==> config.mk <==
export PLATFORM = sky130hd
export DESIGN_NAME = intersection_phase_scheduler_flat
export DESIGN_NICKNAME = d
export VERILOG_FILES = /design/src/rtl/intersection_phase_scheduler_if.sv /design/src/rtl/intersection_phase_scheduler.sv /design/src/flat_wrapper.sv
export SDC_FILE = /design/constraint.sdc
export NUM_CORES = 1
export LEC_CHECK = 0
export CAP_MARGIN = 0
export CELL_PAD_IN_SITES_DETAIL_PLACEMENT = 1
export CELL_PAD_IN_SITES_GLOBAL_PLACEMENT = 1
export CORE_UTILIZATION = 44
export DETAILED_ROUTE_END_ITERATION = 10
export PLACE_DENSITY_LB_ADDON = 0.1
export SETUP_SLACK_MARGIN = 0.15
export SYNTH_ARGS = -nofsm -noshare
export SYNTH_HDL_FRONTEND = slang
export SYNTH_SLANG_ARGS = --single-unit
==> constraint.sdc <==
create_clock -name clk -period 3.27 [get_ports clk]
set_clock_uncertainty 0.05 [all_clocks]
set_input_delay 0.8175 -clock clk [delete_from_list [all_inputs] [get_ports clk]]
set_output_delay 0.8175 -clock clk [all_outputs]
set_load 0.05 [all_outputs]
==> src/rtl/intersection_phase_scheduler_if.sv <==
// Sensor, preemption and lamp signals between the intersection scheduler and its environment.
interface intersection_phase_scheduler_if;
   logic       ns_car;
   logic       ew_car;
   logic       emg_req;
   logic       emg_dir;
   logic [2:0] ns_light;
   logic [2:0] ew_light;
   logic [2:0] phase;
   logic       emg_active;

   modport master (
      output ns_car, ew_car, emg_req, emg_dir,
      input  ns_light, ew_light, phase, emg_active
   );

   modport slave (
      input  ns_car, ew_car, emg_req, emg_dir,
      output ns_light, ew_light, phase, emg_active
   );
endinterface

==> src/rtl/intersection_phase_scheduler.sv <==
// Demand-driven NS/EW green scheduler with min/max green, yellow and all-red clearance,
// and emergency preemption. All outputs are registered.
module intersection_phase_scheduler #(
   parameter int unsigned MIN_GREEN = 8,
   parameter int unsigned MAX_GREEN = 20,
   parameter int unsigned YELLOW_T  = 3,
   parameter int unsigned CLEAR_T   = 2,
   parameter int unsigned TW        = 8
) (
   input logic                          clk,
   input logic                          reset,
   intersection_phase_scheduler_if.slave bus
);

   typedef enum logic [2:0] {
      CLEAR     = 3'd0,
      NS_GREEN  = 3'd1,
      NS_YELLOW = 3'd2,
      EW_GREEN  = 3'd3,
      EW_YELLOW = 3'd4
   } state_e;

   localparam logic          DIR_NS   = 1'b0;
   localparam logic          DIR_EW   = 1'b1;
   localparam logic [2:0]    LAMP_RED = 3'b100;
   localparam logic [2:0]    LAMP_YEL = 3'b010;
   localparam logic [2:0]    LAMP_GRN = 3'b001;
   localparam logic [TW-1:0] MIN_LAST = TW'(MIN_GREEN - 1);
   localparam logic [TW-1:0] MAX_LAST = TW'(MAX_GREEN - 1);
   localparam logic [TW-1:0] YEL_LAST = TW'(YELLOW_T - 1);
   localparam logic [TW-1:0] CLR_LAST = TW'(CLEAR_T - 1);

   state_e        state_q, state_d;
   logic [TW-1:0] timer_q, timer_d;
   logic          last_dir_q, last_dir_d;
   logic          ns_pend_q, ns_pend_d;
   logic          ew_pend_q, ew_pend_d;
   logic [2:0]    ns_light_q, ns_light_d;
   logic [2:0]    ew_light_q, ew_light_d;
   logic          emg_active_q, emg_active_d;

   logic emg_ns, emg_ew, ns_exit, ew_exit, next_dir, in_green;

   always_ff @(posedge clk or posedge reset) begin
      if (reset) begin
         state_q      <= CLEAR;
         timer_q      <= '0;
         last_dir_q   <= DIR_EW;
         ns_pend_q    <= 1'b0;
         ew_pend_q    <= 1'b0;
         ns_light_q   <= LAMP_RED;
         ew_light_q   <= LAMP_RED;
         emg_active_q <= 1'b0;
      end else begin
         state_q      <= state_d;
         timer_q      <= timer_d;
         last_dir_q   <= last_dir_d;
         ns_pend_q    <= ns_pend_d;
         ew_pend_q    <= ew_pend_d;
         ns_light_q   <= ns_light_d;
         ew_light_q   <= ew_light_d;
         emg_active_q <= emg_active_d;
      end
   end

   always_comb begin
      emg_ns   = bus.emg_req & ~bus.emg_dir;
      emg_ew   = bus.emg_req &  bus.emg_dir;
      // An emergency for the opposite side cuts green short; one for the served side holds it.
      ns_exit  = emg_ew | (~emg_ns & ew_pend_q &
                 (((timer_q >= MIN_LAST) & ~bus.ns_car) | (timer_q >= MAX_LAST)));
      ew_exit  = emg_ns | (~emg_ew & ns_pend_q &
                 (((timer_q >= MIN_LAST) & ~bus.ew_car) | (timer_q >= MAX_LAST)));
      next_dir = bus.emg_req ? bus.emg_dir : ~last_dir_q;
      in_green = (state_q == NS_GREEN) | (state_q == EW_GREEN);

      state_d    = state_q;
      last_dir_d = last_dir_q;
      case (state_q)
         CLEAR: begin
            if (timer_q == CLR_LAST) begin
               last_dir_d = next_dir;
               if (next_dir == DIR_EW) state_d = EW_GREEN;
               else                    state_d = NS_GREEN;
            end
         end
         NS_GREEN:  if (ns_exit)              state_d = NS_YELLOW;
         NS_YELLOW: if (timer_q == YEL_LAST) state_d = CLEAR;
         EW_GREEN:  if (ew_exit)              state_d = EW_YELLOW;
         EW_YELLOW: if (timer_q == YEL_LAST) state_d = CLEAR;
         default:                             state_d = CLEAR;
      endcase

      if (state_d != state_q)                    timer_d = '0;
      else if (in_green && timer_q == MAX_LAST) timer_d = timer_q;
      else                                       timer_d = timer_q + TW'(1);

      // Clearing on green entry takes priority over a same-cycle set.
      ns_pend_d = ns_pend_q | ((bus.ns_car | emg_ns) & (state_q != NS_GREEN));
      if (state_d == NS_GREEN && state_q != NS_GREEN) ns_pend_d = 1'b0;
      ew_pend_d = ew_pend_q | ((bus.ew_car | emg_ew) & (state_q != EW_GREEN));
      if (state_d == EW_GREEN && state_q != EW_GREEN) ew_pend_d = 1'b0;

      ns_light_d = LAMP_RED;
      ew_light_d = LAMP_RED;
      case (state_d)
         NS_GREEN:  ns_light_d = LAMP_GRN;
         NS_YELLOW: ns_light_d = LAMP_YEL;
         EW_GREEN:  ew_light_d = LAMP_GRN;
         EW_YELLOW: ew_light_d = LAMP_YEL;
         default: ;
      endcase

      emg_active_d = ((state_q == NS_GREEN) & emg_ns) | ((state_q == EW_GREEN) & emg_ew);
   end

   assign bus.phase      = state_q;
   assign bus.ns_light   = ns_light_q;
   assign bus.ew_light   = ew_light_q;
   assign bus.emg_active = emg_active_q;

endmodule

==> src/flat_wrapper.sv <==
// flat-port wrapper written by rule: the top's interface ports become plain ports
module intersection_phase_scheduler_flat 
#(
   parameter int unsigned MIN_GREEN = 8,
   parameter int unsigned MAX_GREEN = 20,
   parameter int unsigned YELLOW_T  = 3,
   parameter int unsigned CLEAR_T   = 2,
   parameter int unsigned TW        = 8
)
  (clk, reset, bus_ns_car, bus_ew_car, bus_emg_req, bus_emg_dir, bus_ns_light, bus_ew_light, bus_phase, bus_emg_active);
  intersection_phase_scheduler_if bus_i ();
  input logic clk;
  input logic reset;
  input wire logic [$bits(bus_i.ns_car)-1:0] bus_ns_car;
  input wire logic [$bits(bus_i.ew_car)-1:0] bus_ew_car;
  input wire logic [$bits(bus_i.emg_req)-1:0] bus_emg_req;
  input wire logic [$bits(bus_i.emg_dir)-1:0] bus_emg_dir;
  output wire logic [$bits(bus_i.ns_light)-1:0] bus_ns_light;
  output wire logic [$bits(bus_i.ew_light)-1:0] bus_ew_light;
  output wire logic [$bits(bus_i.phase)-1:0] bus_phase;
  output wire logic [$bits(bus_i.emg_active)-1:0] bus_emg_active;
  assign bus_i.ns_car = bus_ns_car;
  assign bus_i.ew_car = bus_ew_car;
  assign bus_i.emg_req = bus_emg_req;
  assign bus_i.emg_dir = bus_emg_dir;
  assign bus_ns_light = bus_i.ns_light;
  assign bus_ew_light = bus_i.ew_light;
  assign bus_phase = bus_i.phase;
  assign bus_emg_active = bus_i.emg_active;
  intersection_phase_scheduler #(.MIN_GREEN(MIN_GREEN), .MAX_GREEN(MAX_GREEN), .YELLOW_T(YELLOW_T), .CLEAR_T(CLEAR_T), .TW(TW)) u_core (.clk(clk), .reset(reset), .bus(bus_i));
endmodule
==> qor.yml <==
status:
  status: "completed"
clock_tree:
  h-tree-depth: 1
  cts_hold_buffers: 0
  cts_tree: "done"
  clk_pin_slew_ps: 130
  cts_root_buf: "clkbuf_4"
  clock_sinks: 21
  cts_resized: 0
  clk_latency_ps: 320
  clk_path_buf_depth: 2
  cts_setup_buffers: 0
  cts_made_buffers: 3
drt:
  wl_um: 3040
  vias: 997
  ant_nets: 0
  wire_per_inst_um: 17.8
  drc_errors: 0
  dr.pass1.iters: 4
  via_per_inst: 5.83
  drt_iter0_markers: 14
sta:
  post-route-period-util_pct: 82.6
  finalWorstSetupSlack_ps: 567
  tightest_slew_ps: 798
  maxSlewViolCount: 0
  setup_violations: 0
  relSlewSlack_pct: 46.7
  hold_violations: 0
  grt_setup_unrepaired: "no"
  min_period_ps: 2700
  fin_setup_tns_ps: 0
  max_clock_freq_ghz: 0.370
worst_setup_path:
  cp.arrival_ps: 2860
  worst-r2r-setup-slack_ps: 580
  cp.required_ps: 3430
  start_kind: "primary input"
  worst-path-max-fanout: 8
  crit_type: "in2reg"
  end_kind: "flip-flop"
run:
  maxCapViolCount: 0
placement:
  portBuffers: 15
  post-place-cells: 167
  gp_congestion: 0.840
  dp_hpwl_um: 2340
  place_area_um2: 1360
  preCtsSetupSlack_ps: 272
final_layout:
  area_growth_pct: 16.7
  fin_cells: 171
  finalInstanceArea_um2: 1390
  nNetsFinal: 151
  drive_gt1_share_pct: 12.1
  antenna_cells: 0
yosys:
  synth_nets: 133
  synth-seq-cells: 21
  synth_edf_count: 0
  synth_cell_types: 43
  synthCells: 124
  yosys_warnings: 0
  synthesis.area_um2: 1190
  syn_avg_cell_area_um2: 9.61
  synth_ff_type: "dfrtp_1"
  synth-seq-area-share_pct: 44.4
  synthArstFlopShare_pct: 100
floorplan:
  initial_core_util_pct: 47.2
  std_cell_rows: 18
  ios: 16
  die_area_um2: 2920
  die_w_um: 54.0
  die_h_um: 54.0
  core-area_um2: 2520
pwr:
  power_density_nw_per_um2: 922
  power.leakage_nw: 0.597
  ir_drop_v: 0.000543
global_routing:
  grt_pass1_wl_um: 5040
  grt_overflow: 0
  grt_pass1_vias: 1068
  grt_max_degree: 22
  antenna_found_initial: 0
  grtUsageTotal_pct: 24.8
min_path:
  hold_class: "reg2reg"
[where the power goes]
part / leakage, nW / switching (mW) / internal [mW]
Combinational: 0.316 / 0.416 / 0.273
Sequential: 0.263 / 0.103 / 0.354
Clock: 0.0177 / 0.0881 / 0.0459
[layout by cell type, fill, tap and decap left out, types with 3 or more instances in the layout]
| master | count |
|---|---|
| dfrtp_1 | 18 |
| clkdlybuf4s50_1 | 15 |
| nand2_1 | 11 |
| nor2_1 | 11 |
| o21ai_0 | 8 |
| inv_1 | 8 |
| xnor2_1 | 8 |
| nor3_1 | 5 |
| nand3_1 | 5 |
| nand2b_1 | 4 |
| nor2b_1 | 3 |
| ha_1 | 3 |
| clkbuf_4 | 3 |
| dfstp_2 | 3 |
[worst paths after layout]
check	startpoint	endpoint	cells past startpoint
max in group asynchronous	reset	u_core.bus.ns_light[1]	2
max	bus_emg_req	u_core.timer_q[1]	6
min in group asynchronous	reset	u_core.timer_q[6]	2
min reg2reg	u_core.last_dir_q	u_core.last_dir_q	2
max reg2reg	u_core.timer_q[0]	u_core.timer_q[1]	6
min	u_core.last_dir_q	u_core.last_dir_q	2
[flip-flops by register name (all words and copies together), names as in the netlist]
name                   count
u_core.ew_pend_q           1
u_core.last_dir_q          1
u_core.ns_pend_q           1
u_core.timer_q             8
u_core.bus.ew_light        3
u_core.bus.emg_active      1
u_core.bus.ns_light        3
u_core.bus.phase           3
[stage by stage]
stage               hold slack, ps  total power, mW  util [%]
CTS                            464             1.28      55.1
global placement               447             1.11      54.0
finish                         458             1.28      55.1
floorplan                      402            0.953         -
detailed placement             445             1.15      54.0
global route                   495             1.36      55.1
[cell type report]
type	count	area (um^2)
Multi-Input combinational cell	93	616
Sequential cell	21	529
Clock inverter	1	5.00
Fill cell	311	1130
Tap cell	30	37.5
Timing Repair Buffer	15	150
Inverter	8	30.0
Clock buffer	3	22.5
[cells in the mapped netlist (2+ instances only)]
cell      instances  area, um^2
a21oi_1           2        10.0
and2_1            2        12.5
and3_1            2        12.5
dfrtp_1          18         450
dfstp_2           3        78.8
ha_1              3        37.5
inv_1             8        30.0
nand2_1          11        41.3
nand2b_1          4        25.0
nand3_1           5        25.0
nand4_1           2        12.5
nor2_1           11        41.3
nor2b_1           3        18.8
nor3_1            5        25.0
nor3b_1           2        15.0
o21ai_0           8        40.0
o22ai_1           2        12.5
xnor2_1           8        70.1
[kinds of logic (layout without fill, tap and decap cells)]
logic type	Yosys count	count (layout)	synth area share, %
AND/OR/NAND/NOR	57	57	27.4
AO/OA/AOI/OAI	23	23	13.3
flip-flops	21	21	44.4
buffers and inverters	10	27	3.89
XOR/XNOR	8	8	5.88
adder cells (fa/ha/maj)	4	4	4.10
multiplexers	1	1	0.945
[worst max-delay path, cell delays in order]
cell             delay [ps]
clkdlybuf4s50_1         590
nand2b_1                200
o32ai_1                 160
o21ai_2                 410
o2111ai_1               270
a2111oi_1               420
[layer usage]
| layer | up-vias | GRT usage [%] | routed length [um] |
|---|---|---|---|
| met2 | 24 | 44.7 | 1550 |
| met5 | - | 0 | 0 |
| li1 | 471 | - | - |
| met3 | 5 | 3.39 | 108 |
| met4 | 0 | 11.1 | 46 |
| met1 | 497 | 28.8 | 1340 |
Power figures use the tool's default switching activity.
